$ cat config.mk
export PLATFORM = sky130hd
export DESIGN_NAME = ctrl_pipe
export DESIGN_NICKNAME = d
export VERILOG_FILES = /design/src/rtl/ctrl_pipe_pkg.sv /design/src/rtl/ctrl_pipe_decode.sv /design/src/rtl/ctrl_pipe.sv
export SDC_FILE = /design/constraint.sdc
export NUM_CORES = 1
export LEC_CHECK = 0
export CAP_MARGIN = 25
export CORE_MARGIN = 8
export CORE_UTILIZATION = 45
export CTS_BUF_LIST = sky130_fd_sc_hd__clkbuf_8
export DETAILED_ROUTE_END_ITERATION = 8
export GPL_TIMING_DRIVEN = 0
export PLACE_DENSITY = 0.78
export SLEW_MARGIN = 5
export SYNTH_ARGS = -nofsm -noshare
export SYNTH_HDL_FRONTEND = slang
export SYNTH_HIERARCHICAL = 1
export SYNTH_SLANG_ARGS = --single-unit
$ cat constraint.sdc
create_clock -name clk -period 6.6 [get_ports clk]
set_clock_uncertainty 0.2 [all_clocks]
set_input_delay 0.66 -clock clk [delete_from_list [all_inputs] [get_ports clk]]
set_output_delay 0.66 -clock clk [all_outputs]
set_load 0.05 [all_outputs]
$ cat src/rtl/ctrl_pipe_pkg.sv
// Shared encodings and control-bundle types for the ID/EX/MEM/WB control pipeline.
package ctrl_pipe_pkg;

  localparam logic [6:0] OP_R      = 7'b0110011;
  localparam logic [6:0] OP_IALU   = 7'b0010011;
  localparam logic [6:0] OP_LOAD   = 7'b0000011;
  localparam logic [6:0] OP_STORE  = 7'b0100011;
  localparam logic [6:0] OP_BRANCH = 7'b1100011;
  localparam logic [6:0] OP_LUI    = 7'b0110111;
  localparam logic [6:0] OP_AUIPC  = 7'b0010111;
  localparam logic [6:0] OP_JAL    = 7'b1101111;
  localparam logic [6:0] OP_JALR   = 7'b1100111;

  localparam logic [6:0] F7_MULDIV = 7'b0000001;

  typedef enum logic [1:0] {
    ULA_ADD   = 2'b00,
    ULA_BR    = 2'b01,
    ULA_FUNCT = 2'b10,
    ULA_M     = 2'b11
  } ula_op_e;

  typedef enum logic [1:0] {
    A_RS1  = 2'b00,
    A_PC   = 2'b01,
    A_ZERO = 2'b10
  } a_sel_e;

  typedef enum logic [1:0] {
    WB_ALU = 2'b00,
    WB_MEM = 2'b01,
    WB_PC4 = 2'b10
  } wb_sel_e;

  typedef struct packed {
    logic       reg_wr;
    logic       mem_rd;
    logic       mem_wr;
    logic       b_imm;
    logic       jump;
    logic       branch;
    logic       jalr;
    ula_op_e    ula_op;
    a_sel_e     a_sel;
    wb_sel_e    wb_sel;
    logic [4:0] rd;
  } ctrl_t;

  typedef struct packed {
    logic       mem_rd;
    logic       mem_wr;
    logic       reg_wr;
    wb_sel_e    wb_sel;
    logic [4:0] rd;
  } ex_mem_t;

  typedef struct packed {
    logic       reg_wr;
    wb_sel_e    wb_sel;
    logic [4:0] rd;
  } mem_wb_t;

  localparam ctrl_t   CTRL_BUBBLE   = '0;
  localparam ex_mem_t EX_MEM_BUBBLE = '0;
  localparam mem_wb_t MEM_WB_BUBBLE = '0;

  // True when a load destination feeds a source register the instruction actually reads.
  function automatic logic rs_hit(input logic [4:0] rd, input logic [4:0] rs, input logic used);
    return used && (rd != 5'd0) && (rd == rs);
  endfunction

endpackage

$ cat src/rtl/ctrl_pipe_decode.sv
// Combinational ID-stage decode: opcode/funct7 to control bundle plus source-use flags.
module ctrl_decode
  import ctrl_pipe_pkg::*;
#(
  parameter int ENABLE_M = 0
) (
  input  logic [6:0] opcode_i,
  input  logic [4:0] rd_i,
  input  logic [6:0] funct7_i,
  input  logic       valid_i,
  output ctrl_t      ctrl_o,
  output logic       illegal_o,
  output logic       use_rs1_o,
  output logic       use_rs2_o
);

  ctrl_t c;
  logic  legal;
  logic  m_blocked;
  logic  use1;
  logic  use2;

  always_comb begin
    c         = CTRL_BUBBLE;
    legal     = 1'b1;
    m_blocked = 1'b0;
    use1      = 1'b0;
    use2      = 1'b0;
    case (opcode_i)
      OP_R: begin
        c.reg_wr = 1'b1;
        c.a_sel  = A_RS1;
        use1     = 1'b1;
        use2     = 1'b1;
        if (funct7_i == F7_MULDIV) begin
          if (ENABLE_M != 0) c.ula_op = ULA_M;
          else               m_blocked = 1'b1;
        end else begin
          c.ula_op = ULA_FUNCT;
        end
      end
      OP_IALU: begin
        c.reg_wr = 1'b1;
        c.b_imm  = 1'b1;
        c.ula_op = ULA_FUNCT;
        use1     = 1'b1;
      end
      OP_LOAD: begin
        c.mem_rd = 1'b1;
        c.reg_wr = 1'b1;
        c.b_imm  = 1'b1;
        c.wb_sel = WB_MEM;
        use1     = 1'b1;
      end
      OP_STORE: begin
        c.mem_wr = 1'b1;
        c.b_imm  = 1'b1;
        use1     = 1'b1;
        use2     = 1'b1;
      end
      OP_BRANCH: begin
        c.branch = 1'b1;
        c.ula_op = ULA_BR;
        use1     = 1'b1;
        use2     = 1'b1;
      end
      OP_LUI: begin
        c.a_sel  = A_ZERO;
        c.b_imm  = 1'b1;
        c.reg_wr = 1'b1;
      end
      OP_AUIPC: begin
        c.a_sel  = A_PC;
        c.b_imm  = 1'b1;
        c.reg_wr = 1'b1;
      end
      OP_JAL: begin
        c.jump   = 1'b1;
        c.a_sel  = A_PC;
        c.b_imm  = 1'b1;
        c.reg_wr = 1'b1;
        c.wb_sel = WB_PC4;
      end
      OP_JALR: begin
        c.jump   = 1'b1;
        c.jalr   = 1'b1;
        c.a_sel  = A_RS1;
        c.b_imm  = 1'b1;
        c.reg_wr = 1'b1;
        c.wb_sel = WB_PC4;
        use1     = 1'b1;
      end
      default: legal = 1'b0;
    endcase

    c.rd = rd_i;
    if (rd_i == 5'd0) c.reg_wr = 1'b0;

    // Anything that is not a real, permitted instruction collapses to a full bubble.
    if (!valid_i || !legal || m_blocked) begin
      c    = CTRL_BUBBLE;
      use1 = 1'b0;
      use2 = 1'b0;
    end

    ctrl_o    = c;
    illegal_o = valid_i && !legal;
    use_rs1_o = use1;
    use_rs2_o = use2;
  end

endmodule

$ cat src/rtl/ctrl_pipe.sv
// Control pipeline: ID/EX, EX/MEM, MEM/WB control registers, load-use hazard and bubble counter.
module ctrl_pipe
  import ctrl_pipe_pkg::*;
#(
  parameter int ENABLE_M = 0,
  parameter int CNT_W    = 16
) (
  input  logic             clk,
  input  logic             rst,
  input  logic [31:0]      instr_id,
  input  logic             valid_id,
  input  logic             stall_ext,
  input  logic             flush,
  output logic             jump_id,
  output logic             branch_id,
  output logic             jalr_id,
  output logic             illegal_id,
  output logic             stall_if,
  output logic [1:0]       ex_a_sel,
  output logic             ex_b_imm,
  output logic [1:0]       ex_ula_op,
  output logic [4:0]       ex_rd,
  output logic             ex_mem_rd,
  output logic             mem_rd,
  output logic             mem_wr,
  output logic [4:0]       mem_rd_addr,
  output logic             wb_reg_wr,
  output logic [1:0]       wb_sel,
  output logic [4:0]       wb_rd,
  output logic [CNT_W-1:0] stall_cnt
);

  ctrl_t      id_ctrl;
  logic       use_rs1;
  logic       use_rs2;
  logic       hazard;
  logic       unused_funct3;

  ctrl_t      id_ex_q,  id_ex_d;
  ex_mem_t    ex_mem_q, ex_mem_d;
  mem_wb_t    mem_wb_q, mem_wb_d;
  logic [CNT_W-1:0] cnt_q, cnt_d;

  assign unused_funct3 = ^instr_id[14:12];

  ctrl_decode #(.ENABLE_M(ENABLE_M)) u_decode (
    .opcode_i  (instr_id[6:0]),
    .rd_i      (instr_id[11:7]),
    .funct7_i  (instr_id[31:25]),
    .valid_i   (valid_id),
    .ctrl_o    (id_ctrl),
    .illegal_o (illegal_id),
    .use_rs1_o (use_rs1),
    .use_rs2_o (use_rs2)
  );

  assign hazard = id_ex_q.mem_rd &&
                  (rs_hit(id_ex_q.rd, instr_id[19:15], use_rs1) ||
                   rs_hit(id_ex_q.rd, instr_id[24:20], use_rs2));

  always_comb begin
    id_ex_d  = id_ex_q;
    ex_mem_d = ex_mem_q;
    mem_wb_d = mem_wb_q;
    cnt_d    = cnt_q;
    stall_if = 1'b0;
    if (rst) begin
      stall_if = 1'b0;
    end else if (stall_ext) begin
      stall_if = 1'b1;
    end else begin
      ex_mem_d.mem_rd = id_ex_q.mem_rd;
      ex_mem_d.mem_wr = id_ex_q.mem_wr;
      ex_mem_d.reg_wr = id_ex_q.reg_wr;
      ex_mem_d.wb_sel = id_ex_q.wb_sel;
      ex_mem_d.rd     = id_ex_q.rd;
      mem_wb_d.reg_wr = ex_mem_q.reg_wr;
      mem_wb_d.wb_sel = ex_mem_q.wb_sel;
      mem_wb_d.rd     = ex_mem_q.rd;
      if (flush) begin
        id_ex_d = CTRL_BUBBLE;
      end else if (hazard) begin
        // The bubble lets the load reach MEM; the consumer re-decodes next cycle.
        id_ex_d  = CTRL_BUBBLE;
        stall_if = 1'b1;
        if (cnt_q != {CNT_W{1'b1}}) cnt_d = cnt_q + 1'b1;
      end else begin
        id_ex_d = id_ctrl;
      end
    end
  end

  always_ff @(posedge clk) begin
    if (rst) begin
      id_ex_q  <= CTRL_BUBBLE;
      ex_mem_q <= EX_MEM_BUBBLE;
      mem_wb_q <= MEM_WB_BUBBLE;
      cnt_q    <= '0;
    end else begin
      id_ex_q  <= id_ex_d;
      ex_mem_q <= ex_mem_d;
      mem_wb_q <= mem_wb_d;
      cnt_q    <= cnt_d;
    end
  end

  assign jump_id     = id_ctrl.jump;
  assign branch_id   = id_ctrl.branch;
  assign jalr_id     = id_ctrl.jalr;

  assign ex_a_sel    = id_ex_q.a_sel;
  assign ex_b_imm    = id_ex_q.b_imm;
  assign ex_ula_op   = id_ex_q.ula_op;
  assign ex_rd       = id_ex_q.rd;
  assign ex_mem_rd   = id_ex_q.mem_rd;

  assign mem_rd      = ex_mem_q.mem_rd;
  assign mem_wr      = ex_mem_q.mem_wr;
  assign mem_rd_addr = ex_mem_q.rd;

  assign wb_reg_wr   = mem_wb_q.reg_wr;
  assign wb_sel      = mem_wb_q.wb_sel;
  assign wb_rd       = mem_wb_q.rd;

  assign stall_cnt   = cnt_q;

endmodule

Word level (Yosys, flattened, before mapping)
Cells that the tools add are included.
{ "op_classes": {"n_reduce_logical": 21, "add_sub_neg": 1, "n_mux": 26, "bitwise_logic": 2, "eq_ne": 13} }
{ "op_table": {"columns": ["operator", "n"], "rows": [
  ["18-bit 2-to-1 mux", 3],
  ["7-bit by 6-bit equality test with 1-bit output (second input constant)", 3],
  ["7-bit equality test (second input constant)", 3],
  ["1-bit 2-to-1 mux", 19],
  ["16-bit by 1-bit adder with 16-bit output (second input constant)", 1],
  ["16-bit inequality test (second input constant)", 1],
  ["7-bit by 5-bit equality test with 1-bit output (second input constant)", 2],
  ["7-bit OR reduction", 2],
  ["5-bit equality test", 2],
  ["9-bit OR reduction", 1],
  ["2-bit case mux with 2 select lines", 2],
  ["7-bit by 1-bit equality test with 1-bit output (second input constant)", 1],
  ["7-bit by 2-bit equality test with 1-bit output (second input constant)", 1],
  ["1-bit logical AND", 6],
  ["2-bit case mux with 3 select lines", 1],
  ["6-bit OR reduction", 1],
  ["5-bit zero test", 1],
  ["5-bit nonzero test", 1],
  ["4-bit AND reduction", 1],
  ["2-bit OR reduction", 2],
  ["1-bit logical OR", 3],
  ["3-bit OR reduction", 1],
  ["1-bit zero test", 2],
  ["2-bit 2-to-1 mux", 1],
  ["1-bit inverter", 2]
]} }
{ "word_totals": {"out_inout_bits": 47, "ff_bits": 49, "input_bits": 37, "word_cells": 80} }

Longest topological paths before layout
Gate-level depths: netlist of run 1.
{ "logic_depth": {"word_depth": 15, "mapped_depth": 12, "depth_no_buf": 8} }

Cells and area by module
Netlist of run 1, hierarchy kept.
{ "modules_own_cells": {"columns": ["mod", "area_each_um2", "n_inst", "seq_area_each_um2", "cells_each"], "rows": [
  ["ctrl_pipe", 2225.9, 1, 980.9, 231],
  ["ctrl_decode", 404.1, 1, 0.0, 59]
]} }

Worst setup path after synthesis of run 1
OpenSTA, ideal clock, no wires.
{ "synth_path": {"path_kind": "input-to-output", "from": "in instr_id[6]", "to": "out stall_if", "n_path_buf": 3, "t_required_ps": 5740, "path_slack_ps": 2475, "cell_stages": 11, "arrival_time_ps": 3265, "path_cell_list": "buf_6 or3b_1 buf_6 nor4_2 or4_4 a211oi_1 and2_0 a32oi_2 buf_6 or3_1 a21oi_1"} }
{ "synth_via": {"elab_chain_cells": 15, "word_cells_on_any_way": 31, "classes_between": "eq/ne (9); mux (10); reduce/logical (12)"} }
{ "synth_lines": {"columns": ["item", "line_no", "rtl"], "rows": [
  ["start: declaration", "ctrl_pipe.sv:10", "input logic [31:0] instr_id,"],
  ["7-bit by 6-bit equality test with 1-bit output, or another cell as far along", "ctrl_pipe_decode.sv:29", "case (opcode_i)"],
  ["9-bit OR reduction (no line)", null, null],
  ["1-bit 2-to-1 mux", "ctrl_pipe_decode.sv:29", null],
  ["1-bit zero test", "ctrl_pipe_decode.sv:100", "if (!valid_i || !legal || m_blocked) begin"],
  ["1-bit logical OR (2 in a row)", "ctrl_pipe_decode.sv:100", null],
  ["1-bit 2-to-1 mux (*)", "ctrl_pipe_decode.sv:100", null],
  ["via use_rs2", "ctrl_pipe.sv:35", "logic use_rs2;"],
  ["1-bit logical AND (*) (2 in a row)", "ctrl_pipe_pkg.sv:69", "return used && (rd != 5'd0) && (rd == rs);"],
  ["1-bit logical OR (*)", "ctrl_pipe.sv:58", "(rs_hit(id_ex_q.rd, instr_id[19:15], use_rs1) ||"],
  ["1-bit logical AND (*)", "ctrl_pipe.sv:57", "assign hazard = id_ex_q.mem_rd &&"],
  ["1-bit 2-to-1 mux (*)", "ctrl_pipe.sv:82", "end else if (hazard) begin"],
  ["1-bit 2-to-1 mux (*)", "ctrl_pipe.sv:80", "if (flush) begin"],
  ["1-bit 2-to-1 mux (*)", "ctrl_pipe.sv:69", "end else if (stall_ext) begin"],
  ["1-bit 2-to-1 mux (*)", "ctrl_pipe.sv:67", "if (rst) begin"],
  ["end: declaration", "ctrl_pipe.sv:18", "output logic stall_if,"]
]} }
Mark *: on every way through the listed nets, which the timed path passes. The rest lies on a longest branch.

Worst setup path after layout of run 1
{ "layout_path": {"from": "in instr_id[3]", "to": "out stall_if"} }
Same word-level chain as after synthesis.

==> impl_metrics.json, run 1 <==
{
  "fillers": 504,
  "nets": 414,
  "synthCells": 290,
  "cts_tree": "built",
  "layout_common_cells": "clkdlybuf4s50_1 (79), dfxtp_1 (49), nor2_1 (37)",
  "yosys_register_bits": 49,
  "ios": 84,
  "finalHoldViolCount": 0,
  "syn_nets": 328,
  "setup_ws_ns": 1.45,
  "ff2ff_path_depth": 6,
  "drcViolationCount": 0,
  "placed_area_sq_um": 3510,
  "clock_path_buffers": 2,
  "place_hpwl_um": 5270,
  "setup-tns-final_ns": 0,
  "avgSynthCellArea_sq_um": 9.07,
  "antenna_found_initial": 0,
  "fp.dieW_um": 92.5,
  "final_common_cell": "clkdlybuf4s50_1",
  "hp-class": "flip-flop to flip-flop",
  "seq_area_frac_synth": 0.373,
  "slew_viol_final": 0,
  "insertion_delay_ns": 0.30,
  "cp-start-kind": "input port",
  "p_int_uw": 448,
  "worstHoldPathCells": 1,
  "clkTransAtPathRegs_ns": 0.08,
  "seq_power_share": 0.513,
  "min_period_ns": 5.15,
  "leakagePower_uw": 0.00138,
  "syn_area_sq_um": 2630,
  "start_util": 0.455,
  "grt_pass1_wl_um": 11100,
  "drv_cap": 0,
  "rows": 28,
  "pwr-share-clk": 0.381,
  "final_area_sq_um": 3630,
  "setup_viol": 0,
  "first_pass_iters": 4,
  "drtAntennaViolNets": 0,
  "worstPathMaxFanout": 10,
  "grt_overflow": 0,
  "ys_async_sr_fraction": 0,
  "area_growth_pct": 38.1,
  "ys.flop_type": "dfxtp_1",
  "post-place-ws_ns": 1.46,
  "grt_use_total": 0.158,
  "cts_root_buf": "clkbuf_8",
  "ys_warn_count": 6,
  "cp.arrival_ns": 4.29,
  "clock-sinks": 49,
  "cp-end-kind": "output port",
  "power_density_nw_per_um2": 159,
  "yosysUniqueCellTypes": 53,
  "vias": 2442,
  "place_congestion": 0.896,
  "hold_slack_ns": 0.283,
  "max_slew.worst_pin.slew_ns": 0.715,
  "ir_worst_vdd_v": 0.0000950,
  "vias_per_cell": 5.40,
  "post-route-period-util": 0.780,
  "cts_setup_buffers": 0,
  "worstSetupPathType": "input port to output port",
  "die_y_um": 92.5,
  "outcome": "finished, final reports clean",
  "p_sw_uw": 129,
  "core_area_sq_um": 5780,
  "io_buffers": 79,
  "power_switching_share": 0.224,
  "wl_um": 6850,
  "cp.required_ns": 5.74,
  "relSlewSlack": 0.523,
  "n_antenna_cell": 0,
  "max_freq_mhz": 194,
  "grt_max_degree": 15,
  "synth_edf_count": 0,
  "cts_resized": 0,
  "grt_pass1_vias": 2291,
  "drt_iter0_markers": 127,
  "die_area_sq_um": 8550,
  "rsz0062_at_grt": "no",
  "wl_per_cell_um": 15.2,
  "numCtsBuffers": 5,
  "hold_buffers": 0,
  "h-tree-depth": 2,
  "combPwrFrac": 0.107,
  "drive_gt1_frac": 0.117
}
state kept, by name, indices dropped and copies added, names as in the netlist:
name	flops
ex_b_imm	1
ex_rd	5
mem_rd_addr	5
wb_rd	5
ex_mem_q	3
ex_a_sel	2
mem_rd	1
wb_sel	2
wb_reg_wr	1
mem_wr	1
ex_mem_rd	1
id_ex_q	4
ex_ula_op	2
stall_cnt	16
final timing paths:
check | from | end | slack, ns
min reg2reg | ex_ula_op[0] | ex_ula_op[0] | 0.28
max | instr_id[3] | stall_if | 1.45
max reg2reg | ex_rd[4] | stall_cnt[4] | 4.05
min | ex_ula_op[0] | ex_ula_op[0] | 0.28
routing by layer:
| metal | vias to the layer above | GRT usage | wire length [um] |
|---|---|---|---|
| met5 | - | 0 | 0 |
| met4 | 0 | 0.0443 | 80 |
| met3 | 8 | 0.0550 | 578 |
| met2 | 90 | 0.251 | 3110 |
| met1 | 1111 | 0.196 | 3090 |
| li1 | 1233 | - | - |
stage by stage:
stage,total power (uW),std cells,util
floorplan,333,290,-
global placement,364,444,0.608
detailed placement,364,444,0.608
CTS,582,452,0.628
global route,605,452,0.628
finish,577,452,0.628
critical path, cell delays in order:
cell,delay [ns]
clkdlybuf4s50_1,0.62
or3b_1,0.17
buf_6,0.12
nor4_2,0.06
or4_4,0.50
a211oi_1,0.20
and2_0,0.18
a32oi_2,0.16
buf_6,0.23
or3_1,0.35
a21oi_1,0.19
clkdlybuf4s50_1,0.83
kinds of logic after synthesis:
group	Yosys count	share of synthesized area
AO/OA/AOI/OAI	55	0.166
XOR/XNOR	10	0.0333
adder cells (fa/ha/maj)	1	0.00476
buffers and inverters	36	0.0833
flip-flops	49	0.373
multiplexers	22	0.0852
AND/OR/NAND/NOR	117	0.255
synth_stat cells, drive strengths merged (2+ instances only):
cell type / n / share of area
a21oi: 13 / 0.026
a22o: 15 / 0.050
and2: 7 / 0.017
and3: 4 / 0.0095
and4: 3 / 0.010
buf: 25 / 0.068
clkbuf: 5 / 0.0071
dfxtp: 49 / 0.37
inv: 6 / 0.0086
mux2: 3 / 0.013
mux2i: 19 / 0.072
nand2: 16 / 0.023
nand3: 8 / 0.015
nand3b: 2 / 0.0057
nand4: 4 / 0.0095
nor2: 37 / 0.053
nor2b: 2 / 0.0048
nor3: 2 / 0.0038
nor4: 10 / 0.031
o21a: 2 / 0.0057
o21ai: 4 / 0.0076
o31ai: 9 / 0.026
or3: 3 / 0.0071
or4: 14 / 0.043
xnor2: 2 / 0.0067
xor2: 8 / 0.027
power groups by stage:
stage	Sequential, uW	Combinational (uW)	Clock [uW]
after CTS	296	61.8	224
after floorplan	303	30.2	0
after detailed placement	303	61.5	0
after global routing	296	66.3	242
after global placement	303	60.8	0
final	296	61.7	220
final cells by class:
class | count | area, sq um | area share
clock inverter | 2 | 33.8 | 0.00930
clock buffer | 6 | 82.6 | 0.0227
sequential | 49 | 981 | 0.270
tap | 75 | 93.8 | 0.0258
buffer | 30 | 196 | 0.0541
timing repair buffer | 79 | 791 | 0.218
multi-input combinational | 205 | 1430 | 0.394
inverter | 6 | 22.5 | 0.00620
No activity file was read; power rests on OpenSTA's default activity.
==> run 2: changes to the inputs <==
- CORE_UTILIZATION: 45 -> 43
- clock period: 6.6 -> 4.6 ns (I/O delays scaled with it)
==> run 2 against run 1 <==
Critical path type unchanged. Critical endpoint unchanged. Clock power up 17%. Largest cell class unchanged. Combinational power grew 42%. Die area grew 3.8%.
==> impl_metrics.json, run 2 (synthesis results as in run 1) <==
{
  "post-place-ws_ns": -0.166,
  "layout_common_cells": "clkdlybuf4s50_1 (78), dfxtp_1 (49), nor2_1 (37)",
  "numCtsBuffers": 5,
  "dp.cells": 444,
  "grt_overflow": 0,
  "ff2ff_path_depth": 5,
  "cp-end-kind": "output port",
  "outcome": "finished, final reports clean",
  "setup_ws_ns": 0.370,
  "place_congestion": 0.884,
  "rsz0062_at_grt": "no",
  "clock-sinks": 49,
  "rows": 28,
  "worstPathMaxFanout": 10,
  "first_pass_iters": 4,
  "finish.utilization": 0.608,
  "stdcell_count": 452,
  "io_buffers": 79,
  "nets": 414,
  "min_period_ns": 4.23,
  "drtAntennaViolNets": 0,
  "drcViolationCount": 0,
  "cts_root_buf": "clkbuf_8",
  "die_area_sq_um": 8870,
  "h-tree-depth": 2,
  "finalHoldViolCount": 0,
  "fp.dieW_um": 94.2,
  "power_density_nw_per_um2": 214,
  "clkTransAtPathRegs_ns": 0.09,
  "final_area_sq_um": 3600,
  "setup-tns-final_ns": 0,
  "largest_reg_flops": 16,
  "slew_viol_final": 0,
  "placed_area_sq_um": 3510,
  "cp.required_ns": 3.94,
  "grt_max_degree": 17,
  "core_area_sq_um": 5920,
  "relSlewSlack": 0.527,
  "n_antenna_cell": 0,
  "path_cells": "clkdlybuf4s50_1 > or3b_1 > buf_6 > nor4_2 > or4_4 > a211oi_1 > and2_0 > a32oi_2 > buf_6 > or3_1 > a21oi_1 > clkbuf_2",
  "post-route-period-util": 0.920,
  "insertion_delay_ns": 0.30,
  "grt_use_total": 0.155,
  "worstSetupPathType": "input port to output port",
  "vias_per_cell": 5.52,
  "cp.arrival_ns": 3.57,
  "slowest_delay_ns": 0.64,
  "setup_viol": 0,
  "final_common_cell": "clkdlybuf4s50_1",
  "drive_gt1_frac": 0.122,
  "place_hpwl_um": 5330,
  "start_util": 0.444,
  "max_slew.worst_pin.slew_ns": 0.710,
  "cts_tree": "built",
  "cp_slowest_cell": "clkdlybuf4s50_1",
  "path_common_cell": "buf_6",
  "area_growth_pct": 36.9,
  "wl_per_cell_um": 15.3,
  "worstHoldPathCells": 1,
  "ir_worst_vdd_v": 0.000121,
  "max_freq_mhz": 236,
  "cp-start-kind": "input port",
  "hold_buffers": 0,
  "grt_pass1_vias": 2330,
  "ios": 84,
  "wl_um": 6900,
  "hp-class": "flip-flop to flip-flop",
  "drt_iter0_markers": 219,
  "drv_cap": 0,
  "leakagePower_uw": 0.00136,
  "clock_path_buffers": 2,
  "vias": 2495,
  "grt_pass1_wl_um": 11200,
  "antenna_found_initial": 0,
  "die_y_um": 94.2
}
-- run 2: layout make-up --
| cell class | count | area [sq um] |
|---|---|---|
| well taps | 75 | 93.8 |
| clock inverters | 3 | 21.3 |
| flip-flops and latches | 49 | 981 |
| inverters | 6 | 22.5 |
| plain buffers | 30 | 196 |
| multi-input cells | 205 | 1430 |
| clock buffers | 5 | 68.8 |
| fillers | 519 | 2320 |
| repair buffers | 79 | 786 |
-- run 2: worst paths after layout --
check         startpoint      endpoint  slack, ns
max          instr_id[3]      stall_if       0.37
min           id_ex_q[6]    id_ex_q[6]       0.28
max reg2reg     ex_rd[4]  stall_cnt[0]       2.03
min reg2reg   id_ex_q[6]    id_ex_q[6]       0.28
-- run 2: what timing repair did --
item	CTS	global route
setup buffers	0	0
setup endpoints to repair	1	1
gates resized for setup	1	2
-- run 2: per-stage QoR --
step                hold WS (ns)  total power [uW]
floorplan                  0.242               478
global route               0.312               800
finish                     0.282               770
global placement           0.265               522
CTS                        0.288               776
detailed placement         0.259               523
-- run 2: layer usage --
layer / track usage / share of wire / routed length (um) / vias up
met3: 0.0456 / 0.098 / 674 / 8
li1: - / - / - / 1224
met1: 0.195 / 0.43 / 2940 / 1164
met5: 0 / 0 / 0 / -
met2: 0.245 / 0.46 / 3190 / 99
met4: 0.0542 / 0.013 / 88 / 0
-- run 2: where the power goes --
part | internal, uW | switching, uW | leakage [uW]
registers | 424 | 0.468 | 0.000394
clock network | 108 | 150 | 0.0000445
logic | 43.2 | 44.4 | 0.000922
total | 576 | 195 | 0.00136
-- run 2: critical path, delay by kind of cell --
family / cells / cell delay (ns)
AO/OA/AOI/OAI: 3 / 0.54
AND/OR/NAND/NOR: 5 / 1.26
buffers and inverters: 4 / 1.30
